<file path="config.mk">
export PLATFORM = sky130hd
export DESIGN_NAME = store_size_merge_flat
export DESIGN_NICKNAME = d
export VERILOG_FILES = /design/src/rtl/store_size_merge_if.sv /design/src/rtl/store_size_merge.sv /design/src/flat_wrapper.sv
export SDC_FILE = /design/constraint.sdc
export NUM_CORES = 1
export LEC_CHECK = 0
export BUFFER_PORTS_ARGS = -buffer_cell sky130_fd_sc_hd__clkbuf_2
export CORE_UTILIZATION = 53
export DETAILED_ROUTE_END_ITERATION = 10
export PLACE_DENSITY_LB_ADDON = 0.05
export SLEW_MARGIN = 10
export SYNTH_ARGS = -nofsm -noshare
export SYNTH_HDL_FRONTEND = slang
export SYNTH_SLANG_ARGS = --single-unit
</file>
<file path="constraint.sdc">
create_clock -name clock -period 5.2 [get_ports clock]
set_input_delay 1.3 -clock clock [delete_from_list [all_inputs] [get_ports clock]]
set_output_delay 1.3 -clock clock [all_outputs]
set_load 0.02 [all_outputs]
</file>
<file path="src/rtl/store_size_merge_if.sv">
// Store request / memory-side bundle for the sub-word store merge engine.
// The master drives the request and the memory read data; the slave is the engine.
interface store_size_merge_if;
  logic        start;
  logic [1:0]  size;
  logic [31:0] addr;
  logic [31:0] store_data;
  logic [31:0] mem_rd_data;
  logic [31:0] mem_addr;
  logic        mem_wr;
  logic [31:0] merged_data;
  logic        busy;
  logic        done;
  logic        misaligned;

  modport master (
    output start, size, addr, store_data, mem_rd_data,
    input  mem_addr, mem_wr, merged_data, busy, done, misaligned
  );

  modport slave (
    input  start, size, addr, store_data, mem_rd_data,
    output mem_addr, mem_wr, merged_data, busy, done, misaligned
  );
endinterface

</file>
<file path="src/rtl/store_size_merge.sv">
// Byte/halfword read-modify-write store engine; word stores skip the read.
// Word: write cycle 1, done cycle 2. Sub-word: read L cycles, write L+1, done L+2.
module store_size_merge #(
  parameter int MEM_READ_LATENCY = 1
) (
  input  logic              clock,
  input  logic              reset,
  store_size_merge_if.slave bus
);

  typedef enum logic [1:0] {IDLE, READ, WRITE, DONE} state_t;

  state_t      state;
  logic [2:0]  cnt;
  logic        is_byte_q;
  logic [1:0]  lane_q;
  logic [15:0] data_q;

  // Little-endian lanes: lane 0 is bits 7:0; halfwords use lane[1] only.
  function automatic logic [31:0] merge(input logic [31:0] mem, input logic [15:0] sd,
                                        input logic [1:0] lane, input logic is_byte);
    logic [31:0] r;
    r = mem;
    if (is_byte) begin
      case (lane)
        2'd0: r[7:0]   = sd[7:0];
        2'd1: r[15:8]  = sd[7:0];
        2'd2: r[23:16] = sd[7:0];
        default: r[31:24] = sd[7:0];
      endcase
    end else if (lane[1]) begin
      r[31:16] = sd;
    end else begin
      r[15:0] = sd;
    end
    return r;
  endfunction

  always_ff @(posedge clock) begin
    if (reset) begin
      state           <= IDLE;
      cnt             <= 3'd0;
      is_byte_q       <= 1'b0;
      lane_q          <= 2'd0;
      data_q          <= 16'd0;
      bus.mem_addr    <= 32'd0;
      bus.merged_data <= 32'd0;
      bus.mem_wr      <= 1'b0;
      bus.busy        <= 1'b0;
      bus.done        <= 1'b0;
      bus.misaligned  <= 1'b0;
    end else begin
      case (state)
        IDLE: begin
          if (bus.start) begin
            bus.mem_addr <= {bus.addr[31:2], 2'b00};
            is_byte_q    <= (bus.size == 2'b10);
            lane_q       <= bus.addr[1:0];
            data_q       <= bus.store_data[15:0];
            bus.busy     <= 1'b1;
            if (bus.size == 2'b00) begin
              bus.merged_data <= bus.store_data;
              bus.mem_wr      <= 1'b1;
              state           <= WRITE;
            end else if (bus.size == 2'b11 || (bus.size == 2'b01 && bus.addr[0])) begin
              bus.done       <= 1'b1;
              bus.misaligned <= 1'b1;
              state          <= DONE;
            end else begin
              cnt   <= 3'(MEM_READ_LATENCY);
              state <= READ;
            end
          end
        end
        READ: begin
          // Memory data is valid in the last counted cycle; capture it at that edge.
          if (cnt == 3'd1) begin
            bus.merged_data <= merge(bus.mem_rd_data, data_q, lane_q, is_byte_q);
            bus.mem_wr      <= 1'b1;
            state           <= WRITE;
          end else begin
            cnt <= cnt - 3'd1;
          end
        end
        WRITE: begin
          bus.mem_wr <= 1'b0;
          bus.done   <= 1'b1;
          state      <= DONE;
        end
        default: begin
          bus.done       <= 1'b0;
          bus.misaligned <= 1'b0;
          bus.busy       <= 1'b0;
          state          <= IDLE;
        end
      endcase
    end
  end

endmodule

</file>
<file path="src/flat_wrapper.sv">
// flat-port wrapper written by rule: the top's interface ports become plain ports
module store_size_merge_flat 
#(
  parameter int MEM_READ_LATENCY = 1
)
  (clock, reset, bus_start, bus_size, bus_addr, bus_store_data, bus_mem_rd_data, bus_mem_addr, bus_mem_wr, bus_merged_data, bus_busy, bus_done, bus_misaligned);
  store_size_merge_if bus_i ();
  input  logic clock;
  input  logic reset;
  input wire logic [$bits(bus_i.start)-1:0] bus_start;
  input wire logic [$bits(bus_i.size)-1:0] bus_size;
  input wire logic [$bits(bus_i.addr)-1:0] bus_addr;
  input wire logic [$bits(bus_i.store_data)-1:0] bus_store_data;
  input wire logic [$bits(bus_i.mem_rd_data)-1:0] bus_mem_rd_data;
  output wire logic [$bits(bus_i.mem_addr)-1:0] bus_mem_addr;
  output wire logic [$bits(bus_i.mem_wr)-1:0] bus_mem_wr;
  output wire logic [$bits(bus_i.merged_data)-1:0] bus_merged_data;
  output wire logic [$bits(bus_i.busy)-1:0] bus_busy;
  output wire logic [$bits(bus_i.done)-1:0] bus_done;
  output wire logic [$bits(bus_i.misaligned)-1:0] bus_misaligned;
  assign bus_i.start = bus_start;
  assign bus_i.size = bus_size;
  assign bus_i.addr = bus_addr;
  assign bus_i.store_data = bus_store_data;
  assign bus_i.mem_rd_data = bus_mem_rd_data;
  assign bus_mem_addr = bus_i.mem_addr;
  assign bus_mem_wr = bus_i.mem_wr;
  assign bus_merged_data = bus_i.merged_data;
  assign bus_busy = bus_i.busy;
  assign bus_done = bus_i.done;
  assign bus_misaligned = bus_i.misaligned;
  store_size_merge #(.MEM_READ_LATENCY(MEM_READ_LATENCY)) u_core (.clock(clock), .reset(reset), .bus(bus_i));
endmodule
</file>
Word-level counts from Yosys, hierarchy flattened
Index checks and enable logic that the tools add are counted.

operators by class
  add/sub/neg operators = 1
  reduce and logical (&&, ||, !) cells = 17
  bitwise operators = 2
  equality and inequality tests = 15
  muxes and demuxes = 32

operators by type and width
  operator             count
  $mux 32              4
  $pmux 32 s2          1
  $mux 16              2
  $mux 8               4
  $reduce_and 4->1     4
  $mux 3               4
  $eq 2x2->1 const B   4
  $mux 2               4
  $ne 2x2->1 const B   4
  $mux 1               7
  $eq 2x1->1 const B   3
  $logic_not 2->1      3
  $ne 2x1->1 const B   3
  $pmux 1 s3           2
  $pmux 2 s3           1
  $pmux 3 s2           1
  $reduce_and 2->1     3
  $reduce_and 5->1     1
  $pmux 1 s2           2
  $eq 3x1->1 const B   1
  $reduce_bool 3->1    1
  $reduce_or 3->1      1
  $sub 3x1->3 const B  1
  $not 1->1            2
  other kinds (4)      4

storage, ports and cells
  bits in registers = 90
  output and inout bits = 68

Depth between registers and ports, before layout
  depth after elaboration = 7
  depth in mapped cells = 9
  gate-level depth less buffers = 6

Worst setup path after synthesis
OpenSTA, ideal clock, no wires.

  path type = input-to-reg
  from = in bus_size[0]
  to = reg u_core.bus.merged_data[15]
  arrival = 2,253 ps
  library setup time = 70 ps
  data required time = 5,130 ps
  stages = 5
  setup slack = 2,877 ps
  path through = o21ai_1 o2111a_1 clkbuf_1 o21ai_0 a21oi_1

between the ends
  cells in the longest elaborated chain, start to end = 3

ends and longest elaborated chain
  element                            RTL line                   source
  start: declaration                 flat_wrapper.sv:11         input wire logic [$bits(bus_i.size)-1:0] bus_size;
  $logic_not 2->1                    store_size_merge.sv:61     if (bus.size == 2'b00) begin
  $ne 2x1->1 (no source line)        --
  $reduce_and 4->1 (no source line)  --
  end signal: assignment             store_size_merge.sv:62     bus.merged_data <= bus.store_data;
  end signal: assignment             store_size_merge.sv:78     bus.merged_data <= merge(bus.mem_rd_data, data_q, lane_q, is_byte_q);
  end: declaration                   store_size_merge_if.sv:23  output mem_addr, mem_wr, merged_data, busy, done, misaligned

No other way between the ends.
A chain may end at the register's enable or synchronous reset.

Final worst setup path
  from = reg u_core.state[1]
  to = reg u_core.bus.merged_data[10]

between the ends
  cells in the longest elaborated chain, start to end = 3
  elaborated cells on any way between the ends = 8

ends and longest elaborated chain
  element                                                    RTL line                source
  start: declaration                                         store_size_merge.sv:13  state_t state;
  start signal: assignment                                   store_size_merge.sv:41  state <= IDLE;
  start signal: assignment                                   store_size_merge.sv:64  state <= WRITE;
  start signal: assignment                                   store_size_merge.sv:68  state <= DONE;
  $eq 2x1->1 / $logic_not 2->1 (equally long branches)       store_size_merge.sv:53  case (state)
  $ne 2x1->1 (no source line), or another cell as far along  --
  $reduce_and 4->1 (no source line)                          --

Several ways; a longest one is shown, not always the timed one.

==> metrics.md <==
| Metric | Value |
|---|---|
| Status | `completed` |
| Dominant cell by count in the synthesized netlist | `nand2_1` |
| Routed WL | `12,470 um` |
| Post-CTS Hold Buffers | `0` |
| Worst slew margin | `32.06%` |
| Final slew viol count | `0` |
| EDFF count, synth | `0` |
| CTS Buf Count | `9` |
| Buffers inserted by post-CTS timing repair | `0` |
| CP max stage cell | `o2111ai_2` |
| Dominant cell type by area after synthesis | `dfxtp_1` |
| Clk_skew | `13.29 ps` |
| Final Hold Fails | `0` |
| Core area | `8217 um^2` |
| Die Y | `94.08 um` |
| Hold/Removal Path Class | `flop to flop` |
| Setup crit end kind | `flop` |
| Die area | `8850 um^2` |
| Util after Layout | `66.93%` |
| Max Fclk | `312.9 MHz` |
| Synth top area share | `40.10%` |
| Synth Flop Type | `dfxtp_1` |
| Worst hold slack | `454.8 ps` |
| DR WL met3 | `821 um` |
| Htree depth | `3` |
| NumNets Final | `819` |
| Cell area after synthesis | `4493 um^2` |
| CTS Sinks | `90` |
| CTS tree | `done` |
| Fin crit period | `3196 ps` |
| Initial antenna violation count | `0` |
| Largest cells by area after synthesis | `dfxtp_1 40%, nand2_1 12%, a21oi_1 9.8%` |
| First-pass GRT wire length | `20,060 um` |
| Rows | `33` |
| Static Leak | `2.519 nW` |
| GRT Overall Usage | `28.65%` |
| DR pass1 iterations | `5` |
| Die width | `94.08 um` |
| Initial Util | `54.68%` |
| IO buf count | `166` |
| Worst Path Required | `5480 ps` |
| Kind of critical path | `flop to flop` |
| Top Metal Used | `met4` |
| Post-cts resize count | `0` |
| Number of global-route vias before repair | `4,207` |
| Tot Pwr | `0.003011 W` |
| Drt wl/cell | `15.18 um` |
| Sequence of cells on the critical path | `inv_1 > ha_1 > inv_2 > o2111ai_2 > buf_4 > a21oi_1 > a21oi_1` |
| Crit-path most repeated cell | `a21oi_1` |
| CP Launch Type | `flop` |
| DR DRC count | `0` |
| DR vias | `4,526` |
| Netlist cell types | `43` |
| Post-detail-place hpwl | `8477 um` |
| Crit share post-route | `61.46%` |
| Antenna Nets Post-Route | `0` |
| Gpl congestion | `0.8335` |
| CP max stage delay | `720 ps` |
| Peak fanout along the critical path | `54` |
| Largest net degree at the start of global routing | `73` |
| Syn Area/Cell | `7.760 um^2` |
| Setup TNS | `0 ps` |
| RSZ-0062 raised after global routing | `no` |
| CTS root buf | `clkbuf_8` |
| Endpoints failing setup | `0` |
| Commonest cells in the netlist | `141 x nand2_1, 90 x dfxtp_1, 88 x a21oi_1` |
| Yosys reg bits | `90` |
| Ys Warns | `0` |
| Fraction of layout cells with a size suffix above 1 | `27.23%` |
| Total gr overflow | `0` |
| Routed wl met2 | `5826 um` |
| Power Dens Cells | `547.5 nW/um^2` |
| Worst slew pin tran | `1019 ps` |
| WL met1 | `5608 um` |
| Post-synthesis sequential area ratio | `40.10%` |
| Skew-Pair Late Insertion Delay | `350 ps` |
| Asr flop ratio synth | `0%` |
| CTS Buffer Depth | `2` |
| Initial DRC count | `224` |
| Synthesized instance count | `579` |
| # IOs | `169` |
| Clock-pin slew on the worst setup and hold paths | `90 ps` |
| Diode count | `0` |
| Area Overhead vs Synth | `22.39%` |
| Max_cap viols | `0` |
| Via density | `5.513` |
| Max rail drop VDD | `0.2733 mV` |
| Data arrival, critical path | `3480 ps` |
==> sequential cells by signal, summed over array words and instances (netlist names) <==
signal                  count
u_core.bus.busy             1
u_core.data_q              16
u_core.is_byte_q            1
u_core.lane_q               2
u_core.bus.mem_addr        30
u_core.bus.misaligned       1
u_core.cnt                  3
u_core.bus.merged_data     32
u_core.bus.done             1
u_core.bus.mem_wr           1
u_core.state                2
==> layout by cell type (no fill, tap or decap), types with 2 or more instances in the layout <==
cell	netlist	final
o21ai_1	5	5
conb_1	1	2
a311o_1	8	8
a211o_1	8	8
a21boi_1	2	2
dfxtp_1	90	90
clkbuf_8	0	11
ha_1	7	7
inv_1	7	7
nor2_1	23	23
mux2i_1	24	24
nand2b_1	4	4
buf_4	6	4
nor3_1	2	2
a32oi_1	16	16
nand3_1	8	8
inv_2	2	2
a21oi_1	88	88
o21ai_0	15	15
bufinv_16	0	2
clkbuf_2	0	166
a211oi_1	17	17
nor2b_1	43	43
nand2_1	141	140
==> path summary, 6_finish.rpt <==
check / startpoint / endpoint / slack [ps] / cells after the start
setup / recovery: u_core.state[1]$_SDFFE_PP0P_ / u_core.bus.merged_data[10]$_SDFFE_PP0P_ / 2000 / 7
hold / removal: u_core.bus.mem_addr[20]$_SDFFE_PP0P_ / u_core.bus.mem_addr[20]$_SDFFE_PP0P_ / 450 / 2
setup reg to reg: u_core.state[1]$_SDFFE_PP0P_ / u_core.bus.merged_data[10]$_SDFFE_PP0P_ / 2000 / 7
hold reg to reg: u_core.bus.mem_addr[20]$_SDFFE_PP0P_ / u_core.bus.mem_addr[20]$_SDFFE_PP0P_ / 450 / 2
==> worst max-delay path: cells and delay by family (launching register included) <==
kind	cells	cell delay (ps)
AO/OA/AOI/OAI	3	970
buffers and inverters	3	1060
flip-flops	1	380
adder cells (fa/ha/maj)	1	670
==> final cells by class <==
| cell class | count | area (um^2) |
|---|---|---|
| Tap cell | 105 | 131.4 |
| Timing Repair Buffer | 170 | 860.8 |
| Multi-Input combinational cell | 431 | 2435 |
| Inverter | 9 | 33.78 |
| Clock buffer | 11 | 151.4 |
| Fill cell | 759 | 2718 |
| Sequential cell | 90 | 1802 |
| Clock inverter | 5 | 85.08 |
==> stage by stage <==
stage / cell area (um^2) / setup WS, ps / std cells
6_report: 5499 / 2004 / 821
5_1_grt: 5499 / 1664 / 821
2_1_floorplan: 4497 / 2877 / 580
3_5_place_dp: 5263 / 2028 / 805
3_3_place_gp: 5263 / 2214 / 805
4_1_cts: 5499 / 2002 / 821
==> where the power goes <==
part / switching [W] / internal [W]
Combinational: 0.000953 / 0.000498
Clock: 0.000251 / 0.000300
Sequential: 0.000127 / 0.000883
==> routing by layer <==
layer	vias up	GRT usage (%)
li1	2257	-
met1	2090	37.55
met2	161	46.11
met3	18	5.583
met4	0	11.28
met5	-	0
==> cell families (layout without fill, tap and decap cells) <==
group | after synthesis | count (layout) | synth area share, %
AO/OA/AOI/OAI | 171 | 171 | 24.12
adder cells (fa/ha/maj) | 7 | 7 | 1.949
buffers and inverters | 59 | 195 | 6.015
flip-flops | 90 | 90 | 40.10
multiplexers | 24 | 24 | 5.347
other | 1 | 2 | 0.08346
AND/OR/NAND/NOR | 227 | 227 | 22.39
Note: power is estimated with default switching activity, not from simulation.
